===== src/rtl/lvl_pkg.sv =====
// Level constants and thermometer decode for the pump-controller front end.
// Shared with the pump controller so both sides agree on the level codes.
package lvl_pkg;

  localparam int unsigned CODE_W = 3;

  typedef logic [CODE_W-1:0] lvl_code_t;

  localparam lvl_code_t L0   = 3'd0;
  localparam lvl_code_t L25  = 3'd1;
  localparam lvl_code_t L50  = 3'd2;
  localparam lvl_code_t L75  = 3'd3;
  localparam lvl_code_t L100 = 3'd4;

  localparam logic [3:0] THERM_0   = 4'b0000;
  localparam logic [3:0] THERM_25  = 4'b0001;
  localparam logic [3:0] THERM_50  = 4'b0011;
  localparam logic [3:0] THERM_75  = 4'b0111;
  localparam logic [3:0] THERM_100 = 4'b1111;

  typedef struct packed {
    logic      ok;
    lvl_code_t code;
  } lvl_dec_t;

  function automatic lvl_dec_t therm_decode(
    input logic [3:0] p
  );
    lvl_dec_t r;
    r.ok   = 1'b1;
    r.code = L0;
    unique case (1'b1)
      (p == THERM_0):   r.code = L0;
      (p == THERM_25):  r.code = L25;
      (p == THERM_50):  r.code = L50;
      (p == THERM_75):  r.code = L75;
      (p == THERM_100): r.code = L100;
      default:          r.ok   = 1'b0;
    endcase
    return r;
  endfunction

endpackage


===== src/rtl/level_sensor_conditioner_if.sv =====
// Switch inputs and conditioned level outputs of level_sensor_conditioner.
// slave is the conditioner side, master the switch/controller side.
interface level_sensor_conditioner_if;
  import lvl_pkg::*;

  logic [3:0] sw_inf;
  logic [3:0] sw_sup;
  lvl_code_t  lvl_inf_code;
  lvl_code_t  lvl_sup_code;
  logic       fault_inf;
  logic       fault_sup;
  logic       lvl_valid;
  logic       lvl_chg;

  modport master (
    output sw_inf, sw_sup,
    input  lvl_inf_code, lvl_sup_code,
    input  fault_inf, fault_sup,
    input  lvl_valid, lvl_chg
  );

  modport slave (
    input  sw_inf, sw_sup,
    output lvl_inf_code, lvl_sup_code,
    output fault_inf, fault_sup,
    output lvl_valid, lvl_chg
  );

endinterface


===== src/rtl/level_sensor_conditioner_switch_debouncer.sv =====
// One float switch: 2-FF synchronizer followed by a hold-time debouncer.
// The debounced state flips after DEBOUNCE_CYCLES differing synced samples.
module switch_debouncer #(
  parameter int unsigned DEBOUNCE_CYCLES = 50000
) (
  input  logic clk,
  input  logic rst,
  input  logic sw_async,
  output logic sw_db
);

  localparam int unsigned CNT_W = $clog2(DEBOUNCE_CYCLES);
  localparam logic [CNT_W-1:0] CNT_LAST =
    CNT_W'(DEBOUNCE_CYCLES - 1);

  logic             sync1_q, sync1_d;
  logic             sync2_q, sync2_d;
  logic             state_q, state_d;
  logic [CNT_W-1:0] cnt_q, cnt_d;

  always_comb begin
    sync1_d = sw_async;
    sync2_d = sync1_q;
    state_d = state_q;
    cnt_d   = '0;
    if (sync2_q != state_q) begin
      if (cnt_q == CNT_LAST) begin
        state_d = sync2_q;
      end else begin
        cnt_d = cnt_q + 1'b1;
      end
    end
  end

  always_ff @(posedge clk) begin
    if (rst) begin
      sync1_q <= 1'b0;
      sync2_q <= 1'b0;
      state_q <= 1'b0;
      cnt_q   <= '0;
    end else begin
      sync1_q <= sync1_d;
      sync2_q <= sync2_d;
      state_q <= state_d;
      cnt_q   <= cnt_d;
    end
  end

  assign sw_db = state_q;

endmodule


===== src/rtl/level_sensor_conditioner.sv =====
// Float-switch conditioner: sync, debounce, thermometer encode, fault flag.
// Define LVL_FAULT_LATCH_EN to make fault_inf/fault_sup sticky until rst.
module level_sensor_conditioner
  import lvl_pkg::*;
#(
  parameter int unsigned DEBOUNCE_CYCLES = 50000
) (
  input  logic                       clk,
  input  logic                       rst,
  level_sensor_conditioner_if.slave  bus
);

  localparam int unsigned ST_MAX = DEBOUNCE_CYCLES + 2;
  localparam int unsigned ST_W   = $clog2(ST_MAX + 1);
  localparam logic [ST_W-1:0] ST_LAST = ST_W'(ST_MAX);

  logic [7:0] sw_raw;
  logic [7:0] sw_db;

  assign sw_raw = {bus.sw_sup, bus.sw_inf};

  for (genvar i = 0; i < 8; i++) begin : g_sw
    switch_debouncer #(
      .DEBOUNCE_CYCLES(DEBOUNCE_CYCLES)
    ) u_db (
      .clk      (clk),
      .rst      (rst),
      .sw_async (sw_raw[i]),
      .sw_db    (sw_db[i])
    );
  end

  lvl_dec_t  dec_inf, dec_sup;
  lvl_code_t inf_q, inf_d;
  lvl_code_t sup_q, sup_d;
  logic      finf_q, finf_d;
  logic      fsup_q, fsup_d;
  logic      chg_q, chg_d;
  logic      valid_q, valid_d;
  logic [ST_W-1:0] st_q, st_d;

  always_comb begin
    dec_inf = therm_decode(sw_db[3:0]);
    dec_sup = therm_decode(sw_db[7:4]);
    inf_d   = dec_inf.ok ? dec_inf.code : inf_q;
    sup_d   = dec_sup.ok ? dec_sup.code : sup_q;
`ifdef LVL_FAULT_LATCH_EN
    finf_d  = finf_q | ~dec_inf.ok;
    fsup_d  = fsup_q | ~dec_sup.ok;
`else
    finf_d  = ~dec_inf.ok;
    fsup_d  = ~dec_sup.ok;
`endif
    chg_d   = (inf_d != inf_q) | (sup_d != sup_q);
    // valid lands on the same edge as the first stable code load
    st_d    = (st_q == ST_LAST) ? st_q : st_q + 1'b1;
    valid_d = valid_q | (st_q == ST_LAST);
  end

  always_ff @(posedge clk) begin
    if (rst) begin
      inf_q   <= L0;
      sup_q   <= L0;
      finf_q  <= 1'b0;
      fsup_q  <= 1'b0;
      chg_q   <= 1'b0;
      valid_q <= 1'b0;
      st_q    <= '0;
    end else begin
      inf_q   <= inf_d;
      sup_q   <= sup_d;
      finf_q  <= finf_d;
      fsup_q  <= fsup_d;
      chg_q   <= chg_d;
      valid_q <= valid_d;
      st_q    <= st_d;
    end
  end

  assign bus.lvl_inf_code = inf_q;
  assign bus.lvl_sup_code = sup_q;
  assign bus.fault_inf    = finf_q;
  assign bus.fault_sup    = fsup_q;
  assign bus.lvl_valid    = valid_q;
  assign bus.lvl_chg      = chg_q;

endmodule


===== src/flat_wrapper.sv =====
// flat-port wrapper written by rule: the top's interface ports become plain ports
module level_sensor_conditioner_flat import lvl_pkg::*;
#(
  parameter int unsigned DEBOUNCE_CYCLES = 50000
)
  (clk, rst, bus_sw_inf, bus_sw_sup, bus_lvl_inf_code, bus_lvl_sup_code, bus_fault_inf, bus_fault_sup, bus_lvl_valid, bus_lvl_chg);
  level_sensor_conditioner_if bus_i ();
  input  logic clk;
  input  logic rst;
  input wire logic [$bits(bus_i.sw_inf)-1:0] bus_sw_inf;
  input wire logic [$bits(bus_i.sw_sup)-1:0] bus_sw_sup;
  output wire logic [$bits(bus_i.lvl_inf_code)-1:0] bus_lvl_inf_code;
  output wire logic [$bits(bus_i.lvl_sup_code)-1:0] bus_lvl_sup_code;
  output wire logic [$bits(bus_i.fault_inf)-1:0] bus_fault_inf;
  output wire logic [$bits(bus_i.fault_sup)-1:0] bus_fault_sup;
  output wire logic [$bits(bus_i.lvl_valid)-1:0] bus_lvl_valid;
  output wire logic [$bits(bus_i.lvl_chg)-1:0] bus_lvl_chg;
  assign bus_i.sw_inf = bus_sw_inf;
  assign bus_i.sw_sup = bus_sw_sup;
  assign bus_lvl_inf_code = bus_i.lvl_inf_code;
  assign bus_lvl_sup_code = bus_i.lvl_sup_code;
  assign bus_fault_inf = bus_i.fault_inf;
  assign bus_fault_sup = bus_i.fault_sup;
  assign bus_lvl_valid = bus_i.lvl_valid;
  assign bus_lvl_chg = bus_i.lvl_chg;
  level_sensor_conditioner #(.DEBOUNCE_CYCLES(DEBOUNCE_CYCLES)) u_core (.clk(clk), .rst(rst), .bus(bus_i));
endmodule

===== config.mk =====
export PLATFORM = sky130hd
export DESIGN_NAME = level_sensor_conditioner_flat
export DESIGN_NICKNAME = d
export VERILOG_FILES = /design/src/rtl/lvl_pkg.sv /design/src/rtl/level_sensor_conditioner_if.sv /design/src/rtl/level_sensor_conditioner_switch_debouncer.sv /design/src/rtl/level_sensor_conditioner.sv /design/src/flat_wrapper.sv
export SDC_FILE = /design/constraint.sdc
export NUM_CORES = 1
export LEC_CHECK = 0
export ABC_AREA = 1
export CORE_UTILIZATION = 56
export CTS_CLUSTER_DIAMETER = 100
export DETAILED_ROUTE_END_ITERATION = 10
export PLACE_DENSITY = 0.78
export RECOVER_POWER = 50
export SLEW_MARGIN = 10
export SYNTH_ARGS = -nofsm -noshare
export SYNTH_HDL_FRONTEND = slang
export SYNTH_HIERARCHICAL = 1
export SYNTH_SLANG_ARGS = --single-unit

===== constraint.sdc =====
create_clock -name clk -period 1.35 [get_ports clk]
set_input_delay 0.405 -clock clk [delete_from_list [all_inputs] [get_ports clk]]
set_output_delay 0.405 -clock clk [all_outputs]
set_load 0.01 [all_outputs]

==> results of run 1 <==
## kinds of logic after synthesis
logic type,count (synthesis),synth area share
DFF,178,0.399
AOI/OAI and AO/OA,107,0.0644
adders and majority gates,10,0.0140
and+or+nand+nor,714,0.389
xor gates and xnor gates,41,0.0402
buffers and inverters,208,0.0941
## state kept, by name, indices dropped and copies added (netlist names)
register	cells
u_core/bus.lvl_chg	1
u_core/bus.lvl_sup_code	3
u_core/g_sw.u_db/sync1_q	8
u_core/st_q	16
u_core/g_sw.u_db/cnt_q	128
u_core/g_sw.u_db/sw_db	8
u_core/bus.fault_sup	1
u_core/bus.fault_inf	1
u_core/bus.lvl_valid	1
u_core/g_sw.u_db/sync2_q	8
u_core/bus.lvl_inf_code	3
## worst paths after layout
path                                       endpoint  cells past startpoint
max                     u_core/st_q[0]$_SDFFE_PP0N_                      8
min          u_core/g_sw[1].u_db/sync1_q$_SDFF_PP0_                      3
max reg2reg             u_core/st_q[0]$_SDFFE_PP0N_                      8
min reg2reg  u_core/g_sw[4].u_db/sync2_q$_SDFF_PP0_                      2
## power breakdown
part / leakage (nW) / internal [mW] / total, mW / switching, mW
sequential: 1.45 / 5.28 / 5.31 / 0.0254
combinational: 2.11 / 0.115 / 0.275 / 0.159
clock: 0.269 / 2.75 / 4.75 / 2.00
total: 3.83 / 8.15 / 10.3 / 2.18
## cell type report
type	instances	area, sq um	area share
inverter	198	743	0.0691
clock inverter	10	111	0.0104
multi-input combinational	877	5010	0.466
timing repair buffer	73	563	0.0524
clock buffer	21	450	0.0419
tap	211	264	0.0246
sequential	178	3610	0.336
## layout by cell type (no fill, tap or decap), types with 2 or more instances in the layout
| cell type | n |
|---|---|
| inv_2 | 14 |
| buf_6 | 3 |
| nand3_1 | 64 |
| clkbuf_1 | 6 |
| clkbuf_16 | 17 |
| or2_0 | 8 |
| nor3_1 | 3 |
| nand2_4 | 6 |
| and3_1 | 4 |
| nand2_2 | 24 |
| ha_2 | 3 |
| nand3_4 | 15 |
| ha_4 | 7 |
| clkinvlp_4 | 3 |
| a21oi_2 | 15 |
| dfxtp_2 | 26 |
| nand2_8 | 9 |
| bufinv_16 | 2 |
| or2_2 | 8 |
| clkinv_2 | 4 |
| o21ai_2 | 6 |
| o21ai_0 | 12 |
| dlygate4sd3_1 | 4 |
| nand4_1 | 46 |
| nor2_2 | 30 |
| inv_1 | 184 |
| nor2_1 | 172 |
| clkdlybuf4s50_1 | 4 |
| nor2_4 | 24 |
| buf_4 | 51 |
| xor2_1 | 32 |
| and2_2 | 8 |
| nand2_1 | 282 |
| dfxtp_1 | 147 |
| buf_2 | 7 |
| nand3_2 | 10 |
| a21oi_1 | 70 |
| xnor2_1 | 9 |
| dfxtp_4 | 5 |
## timing repair
| item | 4_1_cts | 5_1_grt |
|---|---|---|
| setup endpoints to repair | 23 | 143 |
| pin swaps | 3 | 29 |
| gates resized for setup | 60 | 109 |
| cloned | 0 | 5 |
| setup buffers | 3 | 13 |
## through the flow
stage	std cells	worst slack, ps	util	hold slack (ps)
after floorplan	1258	37.8	-	388
after global placement	1516	-91.2	0.624	390
after detailed placement	1516	-132	0.624	397
after CTS	1550	-1.16	0.662	317
after global routing	1568	-122	0.700	368
final	1568	-65.5	0.700	370
## worst min-delay path, delay by kind of cell
kind	cells	cell delay (ps)
buffers and inverters	2	260
AND/OR/NAND/NOR	1	90
## routing by layer
| layer | vias up | part of all wire | GRT usage |
|---|---|---|---|
| li1 | 4124 | - | - |
| met5 | - | 0 | 0 |
| met3 | 27 | 0.032 | 0.0516 |
| met1 | 3647 | 0.46 | 0.275 |
| met4 | 0 | 0.015 | 0.0761 |
| met2 | 118 | 0.50 | 0.382 |
==> impl_metrics.yaml, run 1 <==
synth:
  synthesis.nets: 1278
  synth_ff_type: "dfxtp_1"
  synth_edf_count: 0
  yosysSeqAreaShare: 0.399
  yosysMostFrequentCell: "nand2_1"
  synth_top_area_cell: "dfxtp_1"
  yosys-top-cells-area: "dfxtp_1 (40%), nand2_1 (12%), inv_1 (7.9%)"
  synth_top_area_frac: 0.399
  syn_inst: 1258
  synth_commonest_cells: "nand2_1 (290), inv_1 (189), dfxtp_1 (178), nor2_1 (176), a21oi_1 (77)"
  ys_types: 33
  netlist_area_sq_um: 8940
  synth_area_per_cell_sq_um: 7.11
  yosysWarnings: 6
  synth_seq_cells: 178
  async_reset_ff_frac: 0
setup_path:
  start_kind: "flip-flop"
  worst_path_max_delay_cell: "dfxtp_4"
  r2r_slack_ps: -70
  cp.arrival_ps: 1720
  crit_type: "flip-flop to flip-flop"
  cp_num_buf_inv: 2
  crit_fanout: 5
  crit_start: "u_core/st_q[0]$_SDFFE_PP0N_"
  cp-end-kind: "flip-flop"
  critPathMaxStageDelay_ps: 370
  critical_path_required_ps: 1650
  crit_family: "flip-flops"
  path_cells: "buf_4 -> inv_1 -> ha_4 -> nand3_2 -> nor2_4 -> nand2_4 -> o21ai_2 -> a21oi_1"
  r2r_start: "u_core/st_q[0]$_SDFFE_PP0N_"
timing:
  max_slew_margin: 0.681
  max_freq_ghz: 0.706
  rsz0062_at_grt: "yes"
  hold_violations: 0
  tightest_slew_ps: 478
  post-route-period-util: 1.05
  layout_setup_ws_ps: -65.5
  maxSlewViolCount: 0
  finalSetupViolations: 1
  tns_ps: -65.5
  period_minus_slack_ps: 1420
  skew_ps: 8.18
clocking:
  cts_hold_buf: 0
  ctsLongestPathBuffers: 2
  ctsHtreeMaxLevel: 4
  root_buffer: "clkbuf_16"
  cts.sinks: 178
  clkSlewWorstSetupHoldPaths_ps: 70
  cts_tree: "yes"
  cts_buffers: 17
  clock_latency_ps: 420
drt:
  antenna_left: 0
  num_vias: 7916
  drt_pass1_iterations: 5
  drt_iter0_markers: 437
  drt-total-wl_microns: 19100
  vias_per_cell: 5.05
  wire_per_inst_microns: 12.2
  drc_errors: 0
floorplan:
  initial_core_util: 0.582
  core_area_sq_um: 15400
  ios: 20
  die_height_microns: 128
  dieArea_sq_um: 16500
  row_count: 45
  die_x_microns: 128
final_layout:
  drive_gt1_frac: 0.225
  final_nets: 1365
  area_growth_pct: 20.3
  antenna_cells: 0
  fill_cells: 1185
  design_area_sq_um: 10800
min_path:
  min-delay-path-class: "input pin to flip-flop"
  worstHoldStart: "rst"
global_route:
  grt_usage: 0.223
  grt_pass1_wl_microns: 30100
  antenna_found_initial: 0
  grt_pass1_vias: 7167
  grt_max_degree: 18
  grt-ovfl-total: 0
place:
  numPortBuffers: 19
  place_congestion: 0.829
  placed_cell_area_sq_um: 9590
  hpwl_microns: 12600
outcome:
  status: "complete, but fails checks"
  violations: "setup timing"
pwr:
  p_leak_nw: 3.83
  total_power_mw: 10.3
  power_density_nw_per_um2: 961
  peakVddDrop_mv: 0.948
run:
  maxCapViolations: 0
(Power assumes the default switching activity.)
==> inputs of run 2 (changes only) <==
CAP_MARGIN = 30   (was not set)
SKIP_CTS_REPAIR_TIMING = 1   (was not set)
==> impl_metrics.yaml, run 2 (same netlist as run 1, synthesis figures left out) <==
outcome:
  status: "complete, but fails checks"
  violations: "setup timing"
final_layout:
  antenna_cells: 0
  fill_cells: 1200
  drive_gt1_frac: 0.214
  final_nets: 1367
  regMostFlops: "u_core/g_sw.u_db/cnt_q"
  area_growth_pct: 20.0
  largest_register_ffs: 128
  final_core_util: 0.698
  reg_top3: "u_core/g_sw.u_db/cnt_q x128, u_core/st_q x16"
  final_cells: 1570
  layout_commonest_cell: "nand2_1"
  final_cell_mix: "nand2_1 (282), inv_1 (184), nor2_1 (174), dfxtp_1 (151), a21oi_1 (71)"
drt:
  drt_iter0_markers: 488
  wire_per_inst_microns: 12.1
  antenna_left: 0
  vias_per_cell: 5.04
  drc_errors: 0
  num_vias: 7919
  drt_pass1_iterations: 5
  drt-total-wl_microns: 19000
min_path:
  worstHoldStart: "rst"
  whs_path_depth: 3
  hold_end: "u_core/g_sw[1].u_db/sync1_q$_SDFF_PP0_"
  min-delay-path-class: "input pin to flip-flop"
place:
  hpwl_microns: 12600
  dp.cells: 1516
  place_congestion: 0.829
  numPortBuffers: 19
timing:
  rsz0062_at_grt: "yes"
  finalSetupViolations: 4
  layout_setup_ws_ps: -29.1
  hold_violations: 0
  max_slew_margin: 0.726
  maxSlewViolCount: 0
  max_freq_ghz: 0.725
  tightest_slew_ps: 410
  period_minus_slack_ps: 1380
  skew_ps: 7.55
  post-route-period-util: 1.02
setup_path:
  crit_type: "flip-flop to flip-flop"
  cp.arrival_ps: 1690
  cp-end-kind: "flip-flop"
  r2r_start: "u_core/st_q[1]$_SDFFE_PP0N_"
  r2r_slack_ps: -30
  r2r_end: "u_core/st_q[14]$_SDFFE_PP0N_"
  worstRegToRegCells: 7
  critical_path_required_ps: 1670
  start_kind: "flip-flop"
  crit_fanout: 4
global_route:
  grt-ovfl-total: 0
  grt_pass1_vias: 7127
  grt_pass1_wl_microns: 29900
  grt_usage: 0.221
  grt_max_degree: 18
  antenna_found_initial: 0
floorplan:
  row_count: 45
  core_area_sq_um: 15400
  dieArea_sq_um: 16500
  initial_core_util: 0.582
  die_x_microns: 128
  die_height_microns: 128
  ios: 20
clocking:
  clkSlewWorstSetupHoldPaths_ps: 60
  ctsLongestPathBuffers: 2
  cts.sinks: 178
  cts_tree: "yes"
  cts_buffers: 17
  ctsHtreeMaxLevel: 4
  root_buffer: "clkbuf_16"
  clock_latency_ps: 420
pwr:
  power_density_nw_per_um2: 961
  peakVddDrop_mv: 0.960
  p_leak_nw: 3.83
run:
  maxCapViolations: 0
[run 2: cell count changes in the layout (fill, tap and decap cells not counted), sizes merged]
cell           before  now
dlymetal6s2s        0    3
dlygate4sd3         4    2
clkbuf             24   30
nand2             321  322
clkdlybuf4s50       4    6
buf                62   54
[run 2: worst max path at each step]
stage,cells after the start,slack (ps),startpoint,end
floorplan,8,40,u_core/st_q[0]$_SDFFE_PP0N_,u_core/st_q[12]$_SDFFE_PP0N_
finish,7,-30,u_core/st_q[1]$_SDFFE_PP0N_,u_core/st_q[14]$_SDFFE_PP0N_
detailed placement,7,-130,rst,u_core/g_sw[2].u_db/cnt_q[3]$_SDFF_PP0_
global route,9,-100,u_core/g_sw[3].u_db/sw_db$_SDFFE_PP0P_,u_core/bus.lvl_chg$_SDFF_PP0_
global placement,6,-90,rst,u_core/st_q[6]$_SDFFE_PP0N_
CTS,1,-480,u_core/bus.lvl_sup_code[1]$_SDFF_PP0_,bus_lvl_sup_code[1]
[run 2: area by class of cell]
type	count	area, sq um	area share
multi-input combinational	878	4960	0.463
sequential	178	3610	0.337
inverter	198	748	0.0698
timing repair buffer	74	576	0.0537
clock inverter	10	111	0.0104
tap	211	264	0.0246
clock buffer	21	450	0.0420
[run 2: routing by layer]
layer  track usage  wire, microns
met1         0.272           8700
met2         0.377           9370
met3        0.0545            674
met4        0.0768            252
met5             0              0
[run 2: through the flow]
stage          TNS [ps]  area (sq um)  total power, mW  worst slack [ps]  hold WS (ps)
3_5_place_dp      -9450          9590             5.64              -132           397
4_1_cts           -4230         10200             10.4              -481           317
6_report          -77.9         10700             10.3             -29.1           370
5_1_grt           -1630         10700             10.6             -98.7           367
3_3_place_gp      -4810          9590             5.63             -91.2           390
2_1_floorplan         0          8940             5.55              37.8           388
[run 2: critical path, cell delays in order, from the launching register on]
cell	delay, ps
dfxtp_4	370
ha_4	140
nand2_2	70
nor3_4	200
nand2_2	90
nor2_4	160
a31oi_1	90
and2_1	140
[run 2: power by group]
part | internal (mW) | leakage (nW) | switching, mW
clock network | 2.75 | 0.269 | 1.99
registers | 5.28 | 1.45 | 0.0258
logic | 0.105 | 2.11 | 0.148
==> inputs of run 3 (changes only) <==
CORE_ASPECT_RATIO = 1.25   (was not set)
CTS_CLUSTER_DIAMETER = not set   (was 100)
==> impl_metrics.yaml, run 3 (same netlist as run 1, synthesis figures left out) <==
setup_path:
  cp-end-kind: "flip-flop"
  crit_type: "flip-flop to flip-flop"
  critical_path_required_ps: 1680
  start_kind: "flip-flop"
  cp.arrival_ps: 1720
  crit_fanout: 5
global_route:
  grt-ovfl-total: 0
  antenna_found_initial: 0
  grt_pass1_vias: 7190
  grt_pass1_wl_microns: 29300
  grt_usage: 0.220
  grt_max_degree: 17
timing:
  finalSetupViolations: 3
  maxSlewViolCount: 0
  max_freq_ghz: 0.716
  post-route-period-util: 1.03
  max_slew_margin: 0.671
  tightest_slew_ps: 494
  rsz0062_at_grt: "yes"
  layout_setup_ws_ps: -46.9
  hold_violations: 0
  skew_ps: 8.17
  period_minus_slack_ps: 1400
  whs_ps: 363
place:
  place_congestion: 0.819
  dp.cells: 1509
  hpwl_microns: 12300
  numPortBuffers: 19
drt:
  antenna_left: 0
  routedLengthMet1_microns: 8030
  drt_iter0_markers: 410
  highest_layer: "met4"
  wl_met3_microns: 552
  wl_met2_microns: 9820
  num_vias: 7892
  drc_errors: 0
  drt-total-wl_microns: 18800
  wire_per_inst_microns: 12.0
  drt_pass1_iterations: 6
  vias_per_cell: 5.05
clocking:
  cts_tree: "yes"
  root_buffer: "clkbuf_16"
  clkSlewWorstSetupHoldPaths_ps: 70
  cts_buffers: 17
  clock_latency_ps: 430
  ctsLongestPathBuffers: 2
  cts.sinks: 178
  ctsHtreeMaxLevel: 4
pwr:
  power_frac_seq: 0.503
  power_density_nw_per_um2: 981
  total_power_mw: 10.6
  intPower_mw: 8.32
  swShare: 0.212
  clockPowerShare: 0.473
  p_sw_mw: 2.24
  peakVddDrop_mv: 0.810
  p_leak_nw: 3.81
  combPwrFrac: 0.024
floorplan:
  row_count: 51
  die_height_microns: 143
  ios: 20
  initial_core_util: 0.574
  dieArea_sq_um: 16500
  die_x_microns: 115
  core_area_sq_um: 15600
final_layout:
  final_nets: 1358
  final_cells: 1563
  largest_register_ffs: 128
  final_core_util: 0.691
  antenna_cells: 0
  area_growth_pct: 20.4
  layout_commonest_cell: "nand2_1"
  final_cell_mix: "nand2_1 (289), inv_1 (187), nor2_1 (172), dfxtp_1 (149), nand3_1 (67)"
  reg_top3: "u_core/g_sw.u_db/cnt_q x128, u_core/st_q x16"
  drive_gt1_frac: 0.208
  regMostFlops: "u_core/g_sw.u_db/cnt_q"
min_path:
  min-delay-path-class: "input pin to flip-flop"
run:
  maxCapViolations: 0
outcome:
  violations: "setup timing"
  status: "complete, but fails checks"
## run 3: cell types whose count changed in the layout (fill, tap and decap cells not counted), sizes merged
| cell | delta |
|---|---|
| clkbuf | -1 |
| inv | +1 |
| buf | -10 |
| clkinv | -1 |
| clkinvlp | +1 |
| nand2 | +2 |
| clkdlybuf4s50 | -1 |
| dlygate4sd3 | +1 |
## run 3: critical path: stages (launching register included)
cell and delay, ps:
dfxtp_4 380, ha_4 150, nand2_4 60, nor3_4 210, nand2_2 100, nor2_4 170
inv_2 60, o21ai_1 110, a21oi_1 60
## run 3: path summary, 6_finish.rpt
| path | from | endpoint | slack, ps | cells past startpoint |
|---|---|---|---|---|
| max | u_core/st_q[0]$_SDFFE_PP0N_ | u_core/st_q[12]$_SDFFE_PP0N_ | -50 | 8 |
| min | rst | u_core/g_sw[7].u_db/sync2_q$_SDFF_PP0_ | 360 | 3 |
| max reg2reg | u_core/st_q[0]$_SDFFE_PP0N_ | u_core/st_q[12]$_SDFFE_PP0N_ | -50 | 8 |
| min reg2reg | u_core/g_sw[6].u_db/sync1_q$_SDFF_PP0_ | u_core/g_sw[6].u_db/sync2_q$_SDFF_PP0_ | 410 | 2 |
## run 3: power by group through the flow
stage	clock [mW]	sequential (mW)	combinational [mW]
detailed placement	0	5.43	0.208
CTS	5.11	5.31	0.209
finish	5.00	5.31	0.253
global route	5.30	5.31	0.278
global placement	0	5.43	0.203
floorplan	0	5.42	0.122
## run 3: metrics by stage
step | area (sq um) | setup TNS (ps) | setup WS [ps]
6_report | 10800 | -112 | -46.9
5_1_grt | 10800 | -1090 | -130
4_1_cts | 10100 | -4210 | -467
3_5_place_dp | 9540 | -8080 | -127
3_3_place_gp | 9540 | -3790 | -74.7
2_1_floorplan | 8940 | 0 | 37.8
## run 3: layer usage
layer / GRT usage / vias to the layer above
met5: 0 / -
met4: 0.0984 / 0
met3: 0.0484 / 36
met2: 0.405 / 135
met1: 0.237 / 3612
li1: - / 4109
## run 3: cell type report
cell class	count	area [sq um]
Tap cell	212	265
Inverter	198	743
Fill cell	1246	4810
Multi-Input combinational cell	880	5030
Clock inverter	11	126
Sequential cell	178	3610
Timing Repair Buffer	63	509
Clock buffer	21	480
